## config.mk

```make
export PLATFORM = sky130hd
export DESIGN_NAME = pu_div_driver
export DESIGN_NICKNAME = d
export VERILOG_FILES = /design/src/rtl/pu_div_driver_pkg.sv /design/src/rtl/pu_div_latency_ring.sv /design/src/rtl/pu_div_driver.sv
export SDC_FILE = /design/constraint.sdc
export NUM_CORES = 1
export LEC_CHECK = 0
export CORE_MARGIN = 5
export CORE_UTILIZATION = 51
export DETAILED_ROUTE_END_ITERATION = 16
export GPL_TIMING_DRIVEN = 0
export PLACE_DENSITY = 0.85
export SYNTH_ARGS = -nofsm -noshare
export SYNTH_HDL_FRONTEND = slang
export SYNTH_HIERARCHICAL = 1
export SYNTH_SLANG_ARGS = --single-unit
```

## constraint.sdc

```tcl
create_clock -name clk -period 5.78 [get_ports clk]
set_clock_uncertainty 0.05 [all_clocks]
set_input_delay 1.156 -clock clk [delete_from_list [all_inputs] [get_ports clk]]
set_output_delay 1.156 -clock clk [all_outputs]
set_load 0.01 [all_outputs]
```

## src/rtl/pu_div_driver_pkg.sv

```systemverilog
// Shared encodings and helpers for the pu_div initiator: FSM states,
// result-select codes and the latency countdown width.
package pu_div_driver_pkg;

  typedef enum logic [0:0] {
    IDLE = 1'b0,
    WR_B = 1'b1
  } issue_state_e;

  typedef enum logic [1:0] {
    R_IDLE = 2'b00,
    RD_Q   = 2'b01,
    RD_R   = 2'b10,
    CAP_R  = 2'b11
  } read_state_e;

  localparam logic RES_SEL_QUOT = 1'b0;
  localparam logic RES_SEL_REM  = 1'b1;

  function automatic int countdown_width(input int latency);
    return $clog2(latency + 1);
  endfunction

endpackage

```

## src/rtl/pu_div_latency_ring.sv

```systemverilog
// Ring of per-division countdown slots; reports when the oldest outstanding
// division has had its full latency and whether a new job can be taken.
module pu_div_latency_ring
  import pu_div_driver_pkg::*;
#(
  parameter int DIV_LATENCY  = 32,
  parameter int MAX_INFLIGHT = 4
) (
  input  logic clk,
  input  logic rst,
  input  logic load,
  input  logic pop,
  output logic head_ready,
  output logic can_accept_next
);

  localparam int CNT_W = countdown_width(DIV_LATENCY);
  localparam int PTR_W = $clog2(MAX_INFLIGHT);
  localparam int INF_W = PTR_W + 1;
  localparam logic [CNT_W-1:0] LOAD_VAL = CNT_W'(DIV_LATENCY);
  localparam logic [INF_W-1:0] FULL     = INF_W'(MAX_INFLIGHT);

  logic [CNT_W-1:0] cnt_r [MAX_INFLIGHT];
  logic [PTR_W-1:0] wr_ptr_r;
  logic [PTR_W-1:0] rd_ptr_r;
  logic [INF_W-1:0] inflight_r;
  logic [INF_W-1:0] inflight_s;

  // Next in-flight count; a launch and a retire in the same cycle cancel.
  always_comb begin
    inflight_s = inflight_r;
    case ({load, pop})
      2'b10:   inflight_s = inflight_r + INF_W'(1);
      2'b01:   inflight_s = inflight_r - INF_W'(1);
      default: inflight_s = inflight_r;
    endcase
  end

  assign head_ready      = (inflight_r != {INF_W{1'b0}}) && (cnt_r[rd_ptr_r] == {CNT_W{1'b0}});
  assign can_accept_next = (inflight_s < FULL);

  // Countdown slots: load on launch, otherwise run down to zero and hold.
  always_ff @(posedge clk or negedge rst) begin
    if (!rst) begin
      for (int i = 0; i < MAX_INFLIGHT; i++) begin
        cnt_r[i] <= {CNT_W{1'b0}};
      end
    end else begin
      for (int i = 0; i < MAX_INFLIGHT; i++) begin
        if (load && (wr_ptr_r == PTR_W'(i))) begin
          cnt_r[i] <= LOAD_VAL;
        end else if (cnt_r[i] != {CNT_W{1'b0}}) begin
          cnt_r[i] <= cnt_r[i] - CNT_W'(1);
        end else begin
          cnt_r[i] <= cnt_r[i];
        end
      end
    end
  end

  // Ring pointers and occupancy.
  always_ff @(posedge clk or negedge rst) begin
    if (!rst) begin
      wr_ptr_r   <= {PTR_W{1'b0}};
      rd_ptr_r   <= {PTR_W{1'b0}};
      inflight_r <= {INF_W{1'b0}};
    end else begin
      if (load) begin
        wr_ptr_r <= wr_ptr_r + PTR_W'(1);
      end
      if (pop) begin
        rd_ptr_r <= rd_ptr_r + PTR_W'(1);
      end
      inflight_r <= inflight_s;
    end
  end

endmodule

```

## src/rtl/pu_div_driver.sv

```systemverilog
// Initiator for a pu_div port: writes dividend/divisor per accepted job and
// reads quotient/remainder back in issue order once each latency expires.
module pu_div_driver
  import pu_div_driver_pkg::*;
#(
  parameter int DATA_WIDTH   = 32,
  parameter int ATTR_WIDTH   = 4,
  parameter int INVALID      = 0,
  parameter int DIV_LATENCY  = 32,
  parameter int MAX_INFLIGHT = 4
) (
  input  logic                  clk,
  input  logic                  rst,
  input  logic                  req_valid,
  output logic                  req_ready,
  input  logic [DATA_WIDTH-1:0] req_a,
  input  logic [DATA_WIDTH-1:0] req_b,
  input  logic [ATTR_WIDTH:0]   req_a_attr,
  input  logic [ATTR_WIDTH:0]   req_b_attr,
  output logic                  res_valid,
  input  logic                  res_ready,
  output logic [DATA_WIDTH-1:0] res_quot,
  output logic [DATA_WIDTH-1:0] res_rem,
  output logic [ATTR_WIDTH:0]   res_attr,
  output logic [DATA_WIDTH-1:0] pu_data_in,
  output logic [ATTR_WIDTH:0]   pu_attr_in,
  output logic                  pu_signal_wr,
  output logic                  pu_signal_sel,
  output logic                  pu_signal_oe,
  output logic                  pu_res_select,
  input  logic [DATA_WIDTH-1:0] pu_data_out,
  input  logic [ATTR_WIDTH:0]   pu_attr_out
);

  issue_state_e iss_state_r;
  issue_state_e iss_next_s;
  read_state_e  rd_state_r;
  read_state_e  rd_next_s;

  logic                  req_ready_r;
  logic                  accept_s;
  logic [DATA_WIDTH-1:0] b_r;
  logic [ATTR_WIDTH:0]   b_attr_r;

  logic                  pu_wr_r;
  logic                  pu_sel_r;
  logic                  pu_oe_r;
  logic                  pu_res_sel_r;
  logic [DATA_WIDTH-1:0] pu_data_r;
  logic [ATTR_WIDTH:0]   pu_attr_r;

  logic                  wr_s;
  logic                  sel_s;
  logic [DATA_WIDTH-1:0] data_s;
  logic [ATTR_WIDTH:0]   attr_s;
  logic                  load_s;
  logic                  oe_s;
  logic                  res_sel_s;
  logic                  pop_s;
  logic                  cap_q_s;
  logic                  cap_r_s;

  logic                  res_valid_r;
  logic [DATA_WIDTH-1:0] res_quot_r;
  logic [DATA_WIDTH-1:0] res_rem_r;
  logic [ATTR_WIDTH:0]   quot_attr_r;
  logic [ATTR_WIDTH:0]   res_attr_r;
  logic [ATTR_WIDTH:0]   attr_merge_s;

  logic                  head_ready_s;
  logic                  can_accept_next_s;

  assign accept_s = req_valid && req_ready_r;

  pu_div_latency_ring #(
    .DIV_LATENCY  (DIV_LATENCY),
    .MAX_INFLIGHT (MAX_INFLIGHT)
  ) u_ring (
    .clk             (clk),
    .rst             (rst),
    .load            (load_s),
    .pop             (pop_s),
    .head_ready      (head_ready_s),
    .can_accept_next (can_accept_next_s)
  );

  // Issue FSM; pin values are computed here and registered, so the ring load
  // in WR_B lines up with the divisor write the pu sees one cycle later.
  always_comb begin
    iss_next_s = iss_state_r;
    wr_s       = 1'b0;
    sel_s      = 1'b0;
    data_s     = pu_data_r;
    attr_s     = pu_attr_r;
    load_s     = 1'b0;
    case (iss_state_r)
      IDLE: begin
        if (accept_s) begin
          wr_s       = 1'b1;
          sel_s      = 1'b0;
          data_s     = req_a;
          attr_s     = req_a_attr;
          iss_next_s = WR_B;
        end else begin
          iss_next_s = IDLE;
        end
      end
      WR_B: begin
        wr_s       = 1'b1;
        sel_s      = 1'b1;
        data_s     = b_r;
        attr_s     = b_attr_r;
        load_s     = 1'b1;
        iss_next_s = IDLE;
      end
      default: begin
        iss_next_s = IDLE;
      end
    endcase
  end

  // Read FSM; pu_data_out trails oe by one cycle, hence captures in RD_R/CAP_R.
  always_comb begin
    rd_next_s = rd_state_r;
    pop_s     = 1'b0;
    cap_q_s   = 1'b0;
    cap_r_s   = 1'b0;
    case (rd_state_r)
      R_IDLE: begin
        if (head_ready_s && !res_valid_r) begin
          rd_next_s = RD_Q;
        end else begin
          rd_next_s = R_IDLE;
        end
      end
      RD_Q: begin
        rd_next_s = RD_R;
      end
      RD_R: begin
        cap_q_s   = 1'b1;
        rd_next_s = CAP_R;
      end
      CAP_R: begin
        cap_r_s   = 1'b1;
        pop_s     = 1'b1;
        rd_next_s = R_IDLE;
      end
      default: begin
        rd_next_s = R_IDLE;
      end
    endcase
    oe_s      = (rd_next_s == RD_Q) || (rd_next_s == RD_R);
    res_sel_s = (rd_next_s == RD_R) ? RES_SEL_REM : RES_SEL_QUOT;
  end

  // Result attributes: union of both reads, invalid flag kept explicitly.
  always_comb begin
    attr_merge_s          = quot_attr_r | pu_attr_out;
    attr_merge_s[INVALID] = quot_attr_r[INVALID] | pu_attr_out[INVALID];
  end

  // State registers, registered pu pins and request-side ready.
  always_ff @(posedge clk or negedge rst) begin
    if (!rst) begin
      iss_state_r  <= IDLE;
      rd_state_r   <= R_IDLE;
      req_ready_r  <= 1'b0;
      pu_wr_r      <= 1'b0;
      pu_sel_r     <= 1'b0;
      pu_oe_r      <= 1'b0;
      pu_res_sel_r <= RES_SEL_QUOT;
      pu_data_r    <= {DATA_WIDTH{1'b0}};
      pu_attr_r    <= {(ATTR_WIDTH+1){1'b0}};
    end else begin
      iss_state_r  <= iss_next_s;
      rd_state_r   <= rd_next_s;
      req_ready_r  <= (iss_next_s == IDLE) && can_accept_next_s;
      pu_wr_r      <= wr_s;
      pu_sel_r     <= sel_s;
      pu_oe_r      <= oe_s;
      pu_res_sel_r <= res_sel_s;
      pu_data_r    <= data_s;
      pu_attr_r    <= attr_s;
    end
  end

  // Divisor holding register for the second write cycle.
  always_ff @(posedge clk or negedge rst) begin
    if (!rst) begin
      b_r      <= {DATA_WIDTH{1'b0}};
      b_attr_r <= {(ATTR_WIDTH+1){1'b0}};
    end else if (accept_s) begin
      b_r      <= req_b;
      b_attr_r <= req_b_attr;
    end
  end

  // Response holding registers; stable until the consumer takes them.
  always_ff @(posedge clk or negedge rst) begin
    if (!rst) begin
      res_valid_r <= 1'b0;
      res_quot_r  <= {DATA_WIDTH{1'b0}};
      res_rem_r   <= {DATA_WIDTH{1'b0}};
      quot_attr_r <= {(ATTR_WIDTH+1){1'b0}};
      res_attr_r  <= {(ATTR_WIDTH+1){1'b0}};
    end else begin
      if (cap_q_s) begin
        res_quot_r  <= pu_data_out;
        quot_attr_r <= pu_attr_out;
      end
      if (cap_r_s) begin
        res_rem_r   <= pu_data_out;
        res_attr_r  <= attr_merge_s;
        res_valid_r <= 1'b1;
      end else if (res_valid_r && res_ready) begin
        res_valid_r <= 1'b0;
      end
    end
  end

  assign req_ready     = req_ready_r;
  assign res_valid     = res_valid_r;
  assign res_quot      = res_quot_r;
  assign res_rem       = res_rem_r;
  assign res_attr      = res_attr_r;
  assign pu_data_in    = pu_data_r;
  assign pu_attr_in    = pu_attr_r;
  assign pu_signal_wr  = pu_wr_r;
  assign pu_signal_sel = pu_sel_r;
  assign pu_signal_oe  = pu_oe_r;
  assign pu_res_select = pu_res_sel_r;

endmodule
```

==> results.txt <==
----------------------------------------------------
[Placed design]
  Port Buffers ... ~230
  Routability-driven placement congestion ratio ... 0.859
  Final HPWL from detailed placement ... roughly 15000 um
  Post-placement cell count ... just over 1000

[Floorplanning]
  Die height ... 134 um
  Number of rows in the core area ... 45
  Overall die area ... between 15000 and 20000 um^2
  Starting Density ... 51.9%
  Width of the die ... 134 um
  Count of pins on the block boundary ... 227
  Core area ... 15200 um^2

[Clock network]
  Root buffer cell ... sky130_fd_sc_hd__clkbuf_16
  CTS tree ... yes
  Bufs on Longest Clock Path ... 2
  Number of CTS-inserted buffers ... 17
  Num Clock Sinks ... 188
  Insertion delay to the later sink of the worst-skew pair ... about 0.43 ns
  Post-cts hold buffer count ... 0
  CTS HTree Levels ... 4
  PostCTS Resize Cnt ... 0
  Number of post-CTS setup repair buffers ... 0
  Clock transition at the register clock pins on the worst setup and hold paths after CTS ... around 0.07 ns

[Power]
  Static power due to leakage ... 0.00482 uW
  Power per Cell Area ... 575 nW/um^2
  Worst vdd ir ... around 0.31 mV

[Setup path]
  Data required, critical path ... 4.57 ns
  Cell with the largest stage delay on the worst path ... sky130_fd_sc_hd__clkdlybuf4s50_1
  Worst reg2reg path startpoint ... iss_state_r
  WP data arrival ... roughly 1.4 ns
  Worst-case register-to-register setup slack ... 3.36 ns
  Startpoint types ... register
  Critical path launch point ... res_valid
  CP Buf/Inv Count ... 1
  Longest individual stage delay on the worst path ... 0.59 ns
  Critical path type ... reg -> out
  Ordered cell list for the critical path ... clkdlybuf4s50_1
  Largest delay contributor family on the critical path ... buffers and inverters
  Critical path endpoint category ... primary output
  Crit-path max FO ... 3

[Synth]
  Share of the synthesized area in the top cell type ... 59.6%
  Count of yosys warnings during synthesis ... 6
  Average size of a mapped cell ... 13.2 um^2
  Seq cells post-synth ... ~190
  Synth unique cells ... 43
  Proportion of synthesized chip area in sequential cells ... 59.6%
  Top post-synthesis cells by area ... sky130_fd_sc_hd__dfrtp_1, sky130_fd_sc_hd__mux2_2, sky130_fd_sc_hd__mux2i_1
  Syn nets ... 732
  Gate count of the mapped netlist ... 599
  Cell taking the most area after synthesis ... sky130_fd_sc_hd__dfrtp_1
  Mapped cell area ... 7890 um^2

[Cells and area]
  Filler-free cell count of the finished design ... 1046
  Area growth from synthesis to layout ... 39.2%
  Most used cells in the layout excluding fill and tap cells ... sky130_fd_sc_hd__clkdlybuf4s50_1, sky130_fd_sc_hd__dfrtp_1, sky130_fd_sc_hd__mux2_2, sky130_fd_sc_hd__nand2_1
  Most common cell after layout, fill and taps aside ... sky130_fd_sc_hd__clkdlybuf4s50_1
  Inserted Diodes ... 0
  Nets ... 978
  Fraction of final layout cells sized beyond drive strength 1 ... 19.7%

[Timing]
  Time the final worst path needs with I/O delays and setup ... 2.59 ns
  Rel. slew slack ... between 40% and 50%
  Peak Freq ... 0.386 GHz
  Hold WS ... about 0.44 ns
  RSZ-0062 raised after global routing ... false
  Max-slew violations ... 0
  Post-route fraction of the period consumed by the critical path ... 44.9%
  Hold violation count in the final report ... 0
  Setup violators final ... 0
  Transition time at the pin with the least slew margin ... 0.826 ns

[Global route]
  Number of antenna violations at the first check in global routing ... 0
  GRT overflow ... 0
  Pin count of the biggest net entering global routing ... between 100 and 150
  Via count of the first global-routing pass ... 5886
  All-Layer GR Usage ... 21.7%
  Global-route wire length before repair ... 30900 um

[Route]
  Met2 wire len ... 10000 um
  Antenna-violating nets left ... 0
  Met1 Routed Length ... 7560 um
  Average wire length per cell after detail routing ... 18.6 um
  Highest layer used for signal routing ... met4
  1st-pass router iterations ... 4
  Met3 routed WL ... 1550 um
  Detailed-route DRC error count ... 0
  Count of vias placed by the detailed router ... 5544
  Starting DRC count in detailed routing ... 235
  Post-detailed-routing wire length ... 19500 um
  Ratio of routed vias to standard cells ... 5.30

[Flow run]
  Number of max-cap violations ... 0

[Worst hold path]
  Hold Crit Class ... reg -> reg
  Hold Startpoint ... b_r[6]

[Run status]
  Result of the run ... complete, no violations

----------------------------------------------------
[per-layer routing]
metal | vias to the layer above | track usage (%)
li1 | 2562 | -
met1 | 2747 | 25.5
met2 | 206 | 38.2
met3 | 29 | 6.75
met4 | 0 | 6.67
met5 | - | 0
[synth_stat cells]
library cell,count
sky130_fd_sc_hd__nand2_2,1
sky130_fd_sc_hd__or2_2,1
sky130_fd_sc_hd__a32oi_1,1
sky130_fd_sc_hd__and2_1,3
sky130_fd_sc_hd__nand3_1,2
sky130_fd_sc_hd__or4_1,1
sky130_fd_sc_hd__mux2_4,2
sky130_fd_sc_hd__o31ai_1,1
sky130_fd_sc_hd__and4_1,1
sky130_fd_sc_hd__a2111oi_2,3
sky130_fd_sc_hd__buf_6,5
sky130_fd_sc_hd__mux2_2,105
sky130_fd_sc_hd__mux2i_1,37
sky130_fd_sc_hd__xnor2_1,11
sky130_fd_sc_hd__o21ai_2,1
sky130_fd_sc_hd__o211ai_1,1
sky130_fd_sc_hd__nand2_1,49
sky130_fd_sc_hd__a311o_1,2
sky130_fd_sc_hd__buf_2,11
sky130_fd_sc_hd__buf_4,3
sky130_fd_sc_hd__xor2_1,7
sky130_fd_sc_hd__o21ai_1,37
sky130_fd_sc_hd__dfrtp_1,188
sky130_fd_sc_hd__nor2b_1,1
sky130_fd_sc_hd__nand3b_1,4
sky130_fd_sc_hd__nand2b_1,5
sky130_fd_sc_hd__inv_1,17
sky130_fd_sc_hd__nor3_1,5
sky130_fd_sc_hd__o21ai_0,3
sky130_fd_sc_hd__o21a_1,1
sky130_fd_sc_hd__a21oi_1,11
sky130_fd_sc_hd__nor4_2,4
sky130_fd_sc_hd__fa_1,1
sky130_fd_sc_hd__and3_1,1
sky130_fd_sc_hd__or3_4,1
sky130_fd_sc_hd__a21o_1,2
sky130_fd_sc_hd__ha_1,17
sky130_fd_sc_hd__clkbuf_1,10
sky130_fd_sc_hd__a21boi_0,2
sky130_fd_sc_hd__nor2_1,33
sky130_fd_sc_hd__a311oi_1,1
sky130_fd_sc_hd__nor3b_1,3
sky130_fd_sc_hd__a211oi_1,4
[power by group]
part	leakage, uW	internal [uW]	switching [uW]
registers	0.00222	2000	438
clock network	0.000273	610	504
logic	0.00232	1580	1180
total	0.00482	4180	2130
[layout make-up]
type                    instances  area [um^2]
repair buffers                227         2290
clock inverters                12          115
well taps                     188          235
fillers                      1009         4220
multi-input cells             365         2950
clock buffers                  20          447
flip-flops and latches        188         4700
inverters                      17         63.8
plain buffers                  29          171
[sequential cells by signal, indices dropped and copies added (netlist names), named ones only]
signal             count
req_ready              1
u_ring/cnt_r          24
quot_attr_r            5
pu_signal_oe           1
pu_signal_wr           1
pu_data_in            32
b_r                   32
b_attr_r               5
pu_res_select          1
res_attr               5
u_ring/rd_ptr_r        2
pu_signal_sel          1
u_ring/wr_ptr_r        2
u_ring/inflight_r      2
pu_attr_in             5
res_quot              32
iss_state_r            1
rd_state_r             2
res_rem               32
res_valid              1
[worst paths after layout]
path / endpoint / cells after the start
max in group asynchronous: b_r[18] / 2
min in group asynchronous: pu_data_in[4] / 1
setup / recovery: res_valid / 1
setup reg to reg: req_ready / 9
hold reg to reg: pu_data_in[6] / 2
hold / removal: pu_data_in[6] / 2
[worst register-to-register path, cell delays in order (launching register included)]
cell	delay (ns)
sky130_fd_sc_hd__dfrtp_1	0.52
sky130_fd_sc_hd__clkbuf_1	0.35
sky130_fd_sc_hd__inv_1	0.11
sky130_fd_sc_hd__ha_1	0.26
sky130_fd_sc_hd__fa_1	0.38
sky130_fd_sc_hd__xnor2_1	0.14
sky130_fd_sc_hd__nor2_1	0.13
sky130_fd_sc_hd__xor2_1	0.19
sky130_fd_sc_hd__inv_1	0.05
sky130_fd_sc_hd__nor2b_1	0.12
[cell families (layout without fill, tap and decap cells)]
family / count (synthesis) / after routing / synth area share, %
xor gates and xnor gates: 18 / 18 / 2.00
AOI/OAI and AO/OA: 70 / 70 / 5.44
muxes: 144 / 144 / 20.1
DFF: 188 / 188 / 59.6
adders and majority gates: 18 / 18 / 2.95
and+or+nand+nor: 115 / 115 / 6.95
buffers and inverters: 46 / 305 / 2.98
[per-stage QoR]
stage | TNS (ns) | util (%) | worst slack (ns) | cell area [um^2] | power (uW)
after floorplan | 0 | - | 3.72 | 7890 | 3890
after global placement | -688.59 | 68.3 | -3.67 | 10400 | 5050
after detailed placement | 0 | 68.5 | 3.19 | 10400 | 5230
after CTS | 0 | 72.2 | 3.16 | 11000 | 6360
after global routing | 0 | 72.2 | 3.12 | 11000 | 6690
final | 0 | 72.2 | 3.19 | 11000 | 6310
No activity file was read; power rests on OpenSTA's default activity.
